==> config.mk <==
export PLATFORM = sky130hd
export DESIGN_NAME = alu_share_arbiter
export DESIGN_NICKNAME = d
export VERILOG_FILES = /design/src/rtl/alu_share_arbiter.sv
export SDC_FILE = /design/constraint.sdc
export NUM_CORES = 1
export LEC_CHECK = 0
export CORE_MARGIN = 5
export CORE_UTILIZATION = 45
export CTS_BUF_LIST = sky130_fd_sc_hd__clkbuf_8
export CTS_CLUSTER_DIAMETER = 50
export CTS_CLUSTER_SIZE = 16
export DETAILED_ROUTE_END_ITERATION = 7
export PLACE_DENSITY = 0.73
export SYNTH_ARGS = -nofsm -noshare
export SYNTH_HDL_FRONTEND = slang
export SYNTH_HIERARCHICAL = 1
export SYNTH_SLANG_ARGS = --single-unit
export TNS_END_PERCENT = 10
==> constraint.sdc <==
create_clock -name clk -period 2.9 [get_ports clk]
set_input_delay 0.435 -clock clk [delete_from_list [all_inputs] [get_ports clk]]
set_output_delay 0.435 -clock clk [all_outputs]
set_load 0.005 [all_outputs]
==> src/rtl/alu_share_arbiter.sv <==
// Round-robin share of one 8-bit combinational alu between two requesters,
// with latched operands and a valid/ready response channel per requester.

module alu (
    input  logic [3:0] op,
    input  logic [7:0] a,
    input  logic [7:0] b,
    output logic [7:0] y
);
    always_comb begin
        y = 8'h00;
        case (op)
            4'd0:    y = a + b;
            4'd1:    y = a - b;
            4'd2:    y = a & b;
            4'd3:    y = a | b;
            4'd4:    y = a ^ b;
            4'd5:    y = (a < b) ? 8'h01 : 8'h00;
            4'd6:    y = a << b[2:0];
            4'd7:    y = a >> b[2:0];
            default: y = 8'h00;
        endcase
    end
endmodule

module alu_share_arbiter (
    input  logic       clk,
    input  logic       rst,
    input  logic       req0_valid,
    output logic       req0_ready,
    input  logic [7:0] req0_a,
    input  logic [7:0] req0_b,
    input  logic [3:0] req0_op,
    input  logic       req1_valid,
    output logic       req1_ready,
    input  logic [7:0] req1_a,
    input  logic [7:0] req1_b,
    input  logic [3:0] req1_op,
    output logic       rsp0_valid,
    input  logic       rsp0_ready,
    output logic [7:0] rsp0_data,
    output logic       rsp1_valid,
    input  logic       rsp1_ready,
    output logic [7:0] rsp1_data
);
    typedef enum logic [1:0] {IDLE, EXEC, RESP} state_t;

    state_t     state;
    logic       last;
    logic       owner;
    logic [7:0] a_q;
    logic [7:0] b_q;
    logic [3:0] op_q;
    logic [7:0] result_q;
    logic [7:0] alu_y;
    logic       gnt_any;
    logic       gnt;
    logic       owner_ready;

    alu u_alu (
        .op (op_q),
        .a  (a_q),
        .b  (b_q),
        .y  (alu_y)
    );

    // Round-robin: on a tie the requester not served last wins.
    always_comb begin
        gnt_any = req0_valid | req1_valid;
        gnt     = 1'b0;
        if (req0_valid && req1_valid) gnt = ~last;
        else if (req1_valid)          gnt = 1'b1;
    end

    assign req0_ready  = (state == IDLE) && gnt_any && !gnt;
    assign req1_ready  = (state == IDLE) && gnt_any && gnt;
    assign owner_ready = owner ? rsp1_ready : rsp0_ready;

    always_ff @(posedge clk or posedge rst) begin
        if (rst) begin
            state    <= IDLE;
            last     <= 1'b1;
            owner    <= 1'b0;
            a_q      <= 8'h00;
            b_q      <= 8'h00;
            op_q     <= 4'h0;
            result_q <= 8'h00;
        end else begin
            case (state)
                IDLE: begin
                    if (gnt_any) begin
                        a_q   <= gnt ? req1_a  : req0_a;
                        b_q   <= gnt ? req1_b  : req0_b;
                        op_q  <= gnt ? req1_op : req0_op;
                        owner <= gnt;
                        last  <= gnt;
                        state <= EXEC;
                    end
                end
                EXEC: begin
                    result_q <= alu_y;
                    state    <= RESP;
                end
                RESP: begin
                    if (owner_ready) state <= IDLE;
                end
                default: state <= IDLE;
            endcase
        end
    end

    // Response outputs decode purely from registered state; idle lanes read 0x00.
    assign rsp0_valid = (state == RESP) && !owner;
    assign rsp1_valid = (state == RESP) && owner;
    assign rsp0_data  = rsp0_valid ? result_q : 8'h00;
    assign rsp1_data  = rsp1_valid ? result_q : 8'h00;

endmodule

==> key figures <==
Setup path
  • Critical path buffer and inverter count: 2
  • Cell at the slowest stage of the critical path: a221oi_1
  • Nature of the critical path endpoint: flop
  • Worst EP required: ~3.1 ns
  • Endpoint arrival time on the critical path: slightly below 3 ns
  • Largest fanout of any net on the critical path: 7
  • Delay of the slowest critical-path stage: around 0.48 ns
  • Family with the most delay on the worst path: compound AO/OA/AOI/OAI gates
  • Cells along the critical path: inv_1 > ha_1 > inv_1 > fa_1 > nand2b_1 > a221oi_1 > mux2i_1 > o211ai_1 > or3_1 > mux2_1
  • Most Frequent Cell on Critical Path: inv_1
  • Classification of the worst setup path: flop to flop
  • Worst setup SP type: flop

Route
  • Wire per inst: around 17 um
  • Routed metal-1 wire length: around 4.3 mm
  • DRC: 0
  • Post-Route WL: 9.587 mm
  • Iteration-0 DRC count of the detailed router: 327
  • Max layer used: met4
  • Via count: between 3000 and 4000
  • Number of nets with antenna violations after routing: 0
  • Average via count per standard cell: about 5.8
  • Met3 WL post-DR: 575 um
  • Routed wl met2: roughly 4.5 mm
  • First-pass DRT Iterations: 5

Clocking
  • Post-CTS Resized: 0
  • CTS tree: yes
  • Clk Tree Root Cell: clkbuf_8
  • Post-CTS Setup Repair Bufs: 0
  • Number of sinks on the clock net: 32
  • Clock Path Buffers: 2
  • H-Tree Depth: 2
  • Number of buffers created by CTS: 5
  • Insertion delay of the later-clocked pin in the worst-skew pair: around 0.30 ns
  • Clock transition time at the flip-flop clock pins of the worst setup and hold paths: roughly 0.080 ns
  • Hold buffer count at CTS: 0

Global route
  • Global-route wire length before repair: 16.22 mm
  • Number of antenna violations at the first check in global routing: 0
  • Vias in the first global route: between 3000 and 4000
  • Largest net degree at the start of global routing: 33
  • Total GRT Usage: about a fifth
  • Total congestion overflow after global routing: 0

Min path
  • Min-delay worst type: input pin to asynchronous set/reset pin

STA
  • Hold Worst Slack: between 0.5 and 0.6 ns
  • Fin crit share: a little over nine tenths
  • Setup repair after global routing missed its margin: false
  • Worst slew margin relative to its limit: between 40% and 50%
  • Setup violators final: 0
  • Highest Clock Rate: between 300 and 400 MHz
  • Number of max-slew violations in the final report: 0
  • Worst clock skew: just under 0.009 ns
  • Sum of negative setup slack: 0 ns
  • Fin worst setup slack: approximately 0.18 ns
  • Shortest clock period the worst path allows after layout: between 2 and 3 ns
  • Final hold violations: 0
  • Slew at the pin closest to its max-slew limit: approximately 0.77 ns

Floorplanning
  • Core region area: around 7300 sq um
  • Count of boundary I/O pins: 66
  • # rows: 31
  • Die outline area: 9439 sq um
  • Initial core utilization: between 40% and 50%
  • Die outline height: roughly 97 um
  • Floorplan die width: a little under 100 um

Synth
  • Total standard cell area after synthesis: between 3000 and 4000 sq um
  • Number of instances in the synthesized netlist: slightly above 400
  • Yosys synthesis warning count: 6
  • Number of distinct library cells after synthesis: 62
  • Post-synth ARST share: between 90% and 100%
  • Area share of the largest cell type after synthesis: between 20% and 30%
  • Number of synthesized flops with an enable pin: 0
  • Library cell with the highest instance count after synthesis: inv_1
  • Share of synthesized area occupied by flip-flops and latches: a little under a quarter
  • Post-synth top area cell: dfrtp_1
  • Top cells by area in the synthesized netlist: dfrtp_1, ha_1, inv_1, o221ai_2, and2_1
  • Post-synthesis register bit count: 32
  • Most used DFF post-synth: dfrtp_1
  • Most instantiated cells after synthesis: inv_1, dfrtp_1, ha_1
  • Net count after synthesis: 480
  • Per-instance average area after synthesis: approximately 8.4 sq um

Finish
  • Fraction of layout instances using a drive strength above 1: under 10%
  • Total inserted antenna cells: 0
  • Number of nets in the layout: between 500 and 600
  • Area overhead of the layout relative to synthesis: 25.55%
  • Final non-filler cell area: approximately 4300 sq um

Place
  • RePlAce Congestion: roughly 0.96
  • Dpl hpwl: roughly 7.5 mm
  • Dpl ws: between 0.2 and 0.25 ns
  • Post-Place Cell Area: approximately 4200 sq um
  • Number of port buffers: 65

Run status
  • Status: finished, final reports clean

Power and ir drop
  • Total power of the final layout: 4.645 mW
  • Peak supply drop: roughly 0.43 mV
  • Static leakage: 1.932 nW
  • Power density over the cells: ~1100 nW/um^2

Job
  • Max cap viols: 0
per-layer routing:
| metal | track usage [%] | vias up |
|---|---|---|
| li1 | - | 1566 |
| met1 | 27.49 | 1552 |
| met2 | 33.44 | 129 |
| met3 | 5.025 | 20 |
| met4 | 7.127 | 0 |
| met5 | 0 | - |
per-stage QoR:
step	instances	utilization (%)
after CTS	566	58.54
after global routing	566	58.54
after global placement	558	56.97
after floorplan	405	-
final	566	58.54
after detailed placement	558	56.97
worst reg2reg max path, cell delays in order, from the launching register on:
cell and delay, ns:
dfrtp_1 0.46, inv_1 0.13, ha_1 0.21, inv_1 0.06
fa_1 0.22, nand2b_1 0.09, a221oi_1 0.48, mux2i_1 0.26
o211ai_1 0.09, or3_1 0.32, mux2_1 0.29
placed cells by master (no fill, tap or decap), drive strengths merged, types with 3 or more instances in the layout:
cell type	instances
inv	70
clkdlybuf4s50	65
dfrtp	31
o21ai	29
ha	27
nor2	24
o221ai	20
and2	19
a21oi	17
buf	15
nand2	12
nor3	10
mux2	10
mux2i	8
mux4	8
nand2b	7
nand3	6
nor4	6
a211oi	6
clkbuf	5
nand3b	5
o211ai	5
a211o	5
nor2b	4
o21bai	3
and3	3
a22o	3
a22oi	3
a32oi	3
sequential cells by signal, indices dropped and copies added, names as in the netlist:
name and cells:
op_q 4, state 2, last 1, a_q 8
b_q 8, result_q 8, owner 1
layout make-up:
| type | instances | area (sq um) |
|---|---|---|
| clock inverter | 3 | 46.29 |
| fill | 630 | 3039 |
| tap | 99 | 123.9 |
| inverter | 69 | 259.0 |
| multi-input combinational | 278 | 2228 |
| sequential | 32 | 802.0 |
| timing repair buffer | 80 | 763.2 |
| clock buffer | 5 | 68.82 |
logic make-up after synthesis:
logic type / count (synthesis) / synth area share (%)
compound gates: 114 / 24.96
mux: 26 / 11.24
xor+xnor: 3 / 0.7688
flops: 32 / 23.46
simple gates: 106 / 17.17
fa+ha+maj: 29 / 11.05
buf+inv: 95 / 11.35
where the power goes:
part           switching (mW)  leakage (nW)  internal (mW)
Sequential              0.287         0.398          0.658
Clock                   0.195        0.0548          0.259
Combinational            1.80          1.48           1.45
Total                    2.28          1.93           2.36
path summary, 6_finish.rpt:
check                                        startpoint                      end  slack, ns  cells after the start
worst max-delay path                 a_q[0]$_DFFE_PP0P_  result_q[6]$_DFFE_PP0N_       0.18                     10
worst min-delay path                                rst      op_q[3]$_DFFE_PP0P_       0.51                      3
worst max register to register       a_q[0]$_DFFE_PP0P_  result_q[6]$_DFFE_PP0N_       0.18                     10
worst min register to register  result_q[3]$_DFFE_PP0N_  result_q[3]$_DFFE_PP0N_       0.51                      1
max in group asynchronous                           rst         last$_DFFE_PP1P_       2.07                      3
min in group clk                result_q[3]$_DFFE_PP0N_  result_q[3]$_DFFE_PP0N_       0.51                      1
Power figures use the tool's default switching activity.
